<file path="src/rtl/freq_measure.sv">
// freq_measure -- reciprocal-free gated frequency counter with auto-ranging.
//
// Counts rising edges of sig_in over a fixed gate window of GATE_CYCLES clk
// cycles into a 4-digit saturating BCD counter. If the count saturates while
// the external prescaler is in pass-through, it switches the prescaler to
// divide-by-10; if the divided count drops below 0900 it switches back. Each
// range change is followed by a settle period so the prescaler output is
// stable before the next gate opens. Only windows that do not trigger a range
// change are published.
//
// Ports
//   clk        system clock, all state on rising edge
//   rst_n      asynchronous active-low reset
//   sig_in     signal under test (asynchronous to clk)
//   mode_ctrl  prescaler range select (0 = pass-through, 1 = divide-by-10)
//   bcd_out    published count, 4 BCD digits (thousands in [15:12])
//   range_hi   published count is in units of 10 input edges
//   over       published count saturated at 9999 in the divided range
//   valid      one-cycle pulse marking a new publication

// One BCD digit of the edge counter; wraps 9 -> 0, carry is formed outside.
module bcdDigit (
  input  logic       clk,
  input  logic       rst_n,
  input  logic       clr,
  input  logic       inc,
  output logic [3:0] digit
);
  always_ff @(posedge clk or negedge rst_n) begin
    if (!rst_n)   digit <= 4'd0;
    else if (clr) digit <= 4'd0;
    else if (inc) digit <= (digit == 4'd9) ? 4'd0 : digit + 4'd1;
  end
endmodule

module freq_measure #(
  parameter int unsigned GATE_CYCLES   = 1000000,
  parameter int unsigned SETTLE_CYCLES = 16
) (
  input  logic        clk,
  input  logic        rst_n,
  input  logic        sig_in,
  output logic        mode_ctrl,
  output logic [15:0] bcd_out,
  output logic        range_hi,
  output logic        over,
  output logic        valid
);
  localparam int NUM_DIGITS = 4;
  localparam int GATE_W     = $clog2(GATE_CYCLES);
  localparam int SETTLE_W   = (SETTLE_CYCLES > 1) ? $clog2(SETTLE_CYCLES) : 1;
  localparam logic [GATE_W-1:0]   GATE_LAST   = GATE_W'(GATE_CYCLES - 1);
  localparam logic [SETTLE_W-1:0] SETTLE_LAST = SETTLE_W'(SETTLE_CYCLES - 1);

  typedef enum logic [1:0] {SETTLE, GATE, EVAL} stateT;

  stateT state, nextState;

  logic                             syncA, syncB, hist;
  logic                             edgeDet;
  logic [GATE_W-1:0]                gateCnt;
  logic [SETTLE_W-1:0]              settleCnt;
  logic [NUM_DIGITS-1:0][3:0]       digits;
  logic [NUM_DIGITS-1:0]            carry, isNine;
  logic                             allNines;
  logic                             ovf;
  logic                             countClr, countInc, setOvf, publish, modeNext;

  // Two-flop synchronizer plus a history flop for rising-edge detection.
  always_ff @(posedge clk or negedge rst_n) begin
    if (!rst_n) begin
      syncA <= 1'b0;
      syncB <= 1'b0;
      hist  <= 1'b0;
    end else begin
      syncA <= sig_in;
      syncB <= syncA;
      hist  <= syncB;
    end
  end
  assign edgeDet = syncB & ~hist;

  // Ripple-carry BCD counter: digit i increments when all lower digits are 9.
  assign carry[0] = countInc;
  for (genvar i = 0; i < NUM_DIGITS; i++) begin : gDigit
    bcdDigit uDigit (
      .clk   (clk),
      .rst_n (rst_n),
      .clr   (countClr),
      .inc   (carry[i]),
      .digit (digits[i])
    );
    assign isNine[i] = (digits[i] == 4'd9);
    if (i > 0) begin : gCarry
      assign carry[i] = carry[i-1] & isNine[i-1];
    end
  end
  assign allNines = &isNine;

  always_ff @(posedge clk or negedge rst_n) begin
    if (!rst_n) state <= SETTLE;
    else        state <= nextState;
  end

  always_comb begin
    nextState = state;
    countClr  = 1'b0;
    countInc  = 1'b0;
    setOvf    = 1'b0;
    publish   = 1'b0;
    modeNext  = mode_ctrl;
    case (state)
      SETTLE: begin
        countClr = 1'b1;
        if (settleCnt == SETTLE_LAST) nextState = GATE;
      end
      GATE: begin
        // At 9999 the edge is absorbed into the sticky overflow flag.
        if (edgeDet) begin
          if (allNines) setOvf   = 1'b1;
          else          countInc = 1'b1;
        end
        if (gateCnt == GATE_LAST) nextState = EVAL;
      end
      EVAL: begin
        countClr = 1'b1;
        if (!mode_ctrl && ovf) begin
          modeNext  = 1'b1;
          nextState = SETTLE;
        end else if (mode_ctrl && !ovf && digits[3] == 4'd0 && digits[2] < 4'd9) begin
          modeNext  = 1'b0;
          nextState = SETTLE;
        end else begin
          publish   = 1'b1;
          nextState = GATE;
        end
      end
      default: nextState = SETTLE;
    endcase
  end

  // Timers run only in their own state and sit at 0 everywhere else.
  always_ff @(posedge clk or negedge rst_n) begin
    if (!rst_n) begin
      settleCnt <= '0;
      gateCnt   <= '0;
      ovf       <= 1'b0;
    end else begin
      if (state == SETTLE) settleCnt <= (settleCnt == SETTLE_LAST) ? '0 : settleCnt + 1'b1;
      else                 settleCnt <= '0;
      if (state == GATE)   gateCnt <= (gateCnt == GATE_LAST) ? '0 : gateCnt + 1'b1;
      else                 gateCnt <= '0;
      if (countClr)        ovf <= 1'b0;
      else if (setOvf)     ovf <= 1'b1;
    end
  end

  always_ff @(posedge clk or negedge rst_n) begin
    if (!rst_n) begin
      mode_ctrl <= 1'b0;
      bcd_out   <= 16'h0000;
      range_hi  <= 1'b0;
      over      <= 1'b0;
      valid     <= 1'b0;
    end else begin
      mode_ctrl <= modeNext;
      valid     <= publish;
      if (publish) begin
        bcd_out  <= digits;
        range_hi <= mode_ctrl;
        over     <= ovf;
      end
    end
  end
endmodule

</file>
<file path="config.mk">
export PLATFORM = sky130hd
export DESIGN_NAME = freq_measure
export DESIGN_NICKNAME = d
export VERILOG_FILES = /design/src/rtl/freq_measure.sv
export SDC_FILE = /design/constraint.sdc
export NUM_CORES = 1
export LEC_CHECK = 0
export CORE_MARGIN = 4
export CORE_UTILIZATION = 60
export CTS_BUF_LIST = sky130_fd_sc_hd__clkbuf_8
export CTS_CLUSTER_DIAMETER = 30
export CTS_CLUSTER_SIZE = 8
export DETAILED_ROUTE_END_ITERATION = 7
export PLACE_DENSITY = 0.81
export SLEW_MARGIN = 30
export SYNTH_ARGS = -nofsm -noshare
export SYNTH_HDL_FRONTEND = slang
export SYNTH_SLANG_ARGS = --single-unit
</file>
<file path="constraint.sdc">
create_clock -name clk -period 5.77 [get_ports clk]
set_input_delay 1.731 -clock clk [delete_from_list [all_inputs] [get_ports clk]]
set_output_delay 1.731 -clock clk [all_outputs]
set_load 0.05 [all_outputs]
</file>
==> impl_metrics.ini <==
[status]
outcome = finished, final reports clean

[pwr]
power_mw = 0.918
powerDensity_nw_per_um2 = 257
vdd_drop_max_mv = 0.264
leakagePower_nw = 1.56

[logic_synthesis]
ys_seq_elements = 66
ys_seq_area_share_pct = 52.9
synth_nets = 305
yosys_warnings = 0
synth_cells = 293
synth_edf_count = 0
async_reset_ff_share_pct = 100
yosys_most_used_dff = dfrtp_1
synth.avg_cell_area_um2 = 10.7
ys_types = 41
netlist_area_um2 = 3120

[sta]
setup_violations = 0
final.setup_skew_ps = 8.51
slew-limit-headroom_pct = 49.4
rsz0062_at_grt = no
fmax_ghz = 0.302
hold_viol_final = 0
min_period_ps = 3320
period_share_pct = 57.5
setup_tns_ps = 0
drv_slew = 0
tightestPinTransition_ps = 759

[final_layout]
area_delta_synth_final_pct = 14.3
design_area_um2 = 3570
diodes = 0
final_cell_mix = dfrtp_1 (66), nor2_1 (23), clkdlybuf4s50_1 (21)
nets = 328
drive_gt1_share_pct = 13.4
layout_commonest_cell = dfrtp_1
fillers = 356

[grt]
met2_usage_pct = 31.1
use_met3_pct = 3.92
grt_usage_pct = 20.9
grt_util_met1_pct = 29.1
busiest_layer = met2
grt_max_degree = 35
grt_pass1_vias = 2237
antenna_found_initial = 0
grt_overflow = 0
grt_first_pass_wirelength_um = 10300

[routing]
drtIter0Drc = 126
drt-pass1-iter-count = 4
postRouteAntennaNets = 0
post_drt_via_cell_ratio = 5.75
drc_errors = 0
via_count = 2232
wl_um = 5930
wire_per_inst_um = 15.3

[setup_path]
slowest_delay_ps = 830
crit_slowest_cell = clkdlybuf4s50_1
cp-end-kind = output port
crit_chain = clkdlybuf4s50_1
start_kind = flip-flop
critical_path.top_delay_family = buffers and inverters
crit_path_max_fanout = 6
crit_type = reg2out
path_buf_inv = 1
arrival_ps = 1590
critPathRequiredTime_ps = 4040

[placed_design]
place_area_um2 = 3380
gp_congestion = 0.765
port_buffers = 22
place_hpwl_um = 3910

[clock_tree]
cts_num_sinks = 66
cts_root_buf = clkbuf_8
clk_latency_ps = 350
cts_setup_buffers = 0
clk_pin_slew_ps = 70
cts_buffer_depth = 2
cts_made_buffers = 9
htreeDepth = 3
tritoncts = yes
hold_buffers = 0
cts_resized = 0

[die]
initial_utilization_pct = 63.9
fp.dieArea_um2 = 6420
ios = 23
std_cell_rows = 25
die_x_um = 80.1
die_h_um = 80.1
core_area_um2 = 4880

[worst_hold_path]
hp-class = reg2reg

[job]
maxCapViolations = 0
==> cell usage after synthesis (3+ instances only) <==
master | instances | share of area, %
o21ai_0 | 11 | 1.8
nor2b_1 | 3 | 0.60
or3_1 | 9 | 1.8
clkbuf_1 | 8 | 0.96
nor4_1 | 5 | 1.0
nor3_1 | 9 | 1.4
nand4_1 | 6 | 1.2
or4_1 | 6 | 1.4
and3_1 | 4 | 0.80
or2_2 | 3 | 0.60
nor2_1 | 23 | 2.8
xnor2_1 | 11 | 3.1
a21oi_1 | 18 | 2.9
o31ai_1 | 7 | 1.7
nand2_1 | 17 | 2.0
mux2_2 | 18 | 6.5
nand3b_1 | 4 | 0.96
ha_1 | 9 | 3.6
inv_1 | 14 | 1.7
nand3_1 | 13 | 2.1
nand2b_1 | 3 | 0.60
buf_2 | 3 | 0.48
dfrtp_1 | 66 | 53
==> where the power goes <==
| group | leakage (nW) | internal, mW | total, mW | switching (mW) |
|---|---|---|---|---|
| Clock | 0.102 | 0.195 | 0.368 | 0.174 |
| Sequential | 0.894 | 0.477 | 0.498 | 0.0210 |
| Combinational | 0.567 | 0.0205 | 0.0515 | 0.0310 |
==> stage by stage <==
step / worst slack [ps] / util [%] / instances / hold WS (ps)
detailed placement: 2820 / 69.3 / 372 / 336
global placement: 2840 / 69.3 / 372 / 336
global route: 2410 / 73.1 / 388 / 354
floorplan: 3390 / - / 293 / 331
finish: 2450 / 73.1 / 388 / 348
CTS: 2440 / 73.1 / 388 / 351
==> per-layer routing <==
layer	vias up	share of wire (%)
li1	1098	-
met1	1083	49
met2	44	45
met3	7	4.4
met4	0	1.5
met5	-	0
==> area by class of cell <==
class | instances | area [um2] | area share (%)
clock inverters | 7 | 60.1 | 1.68
clock buffers | 9 | 124 | 3.47
well taps | 67 | 83.8 | 2.35
flip-flops and latches | 66 | 1650 | 46.3
repair buffers | 23 | 223 | 6.24
inverters | 14 | 52.6 | 1.47
multi-input cells | 202 | 1370 | 38.5
==> flip-flops by register name, indices dropped and copies added (netlist names) <==
signal,count
gateCnt,20
bcd_out,16
gDigit.uDigit.digit,16
settleCnt,4
state,2
hist,1
mode_ctrl,1
over,1
ovf,1
range_hi,1
syncA,1
syncB,1
valid,1
==> worst paths after layout <==
kind / from / end / slack (ps) / cells after the start
max: mode_ctrl / mode_ctrl / 2450 / 1
min: syncA / syncB / 350 / 0
max reg2reg: state[0] / gDigit[3].uDigit.digit[2] / 3610 / 4
min reg2reg: syncA / syncB / 350 / 0
max in group asynchronous: rst_n / bcd_out[7] / 3430 / 2
min in group asynchronous: rst_n / gateCnt[16] / 1450 / 1
==> cells by family (layout without fill, tap and decap cells) <==
| logic type | after synthesis | after routing | share of synthesized area [%] |
|---|---|---|---|
| and+or+nand+nor | 114 | 114 | 20.6 |
| DFF | 66 | 66 | 52.9 |
| AOI/OAI and AO/OA | 46 | 46 | 8.98 |
| buffers and inverters | 25 | 53 | 3.13 |
| muxes | 20 | 20 | 7.14 |
| xor gates and xnor gates | 13 | 13 | 3.65 |
| adders and majority gates | 9 | 9 | 3.61 |
(Power assumes the default switching activity.)
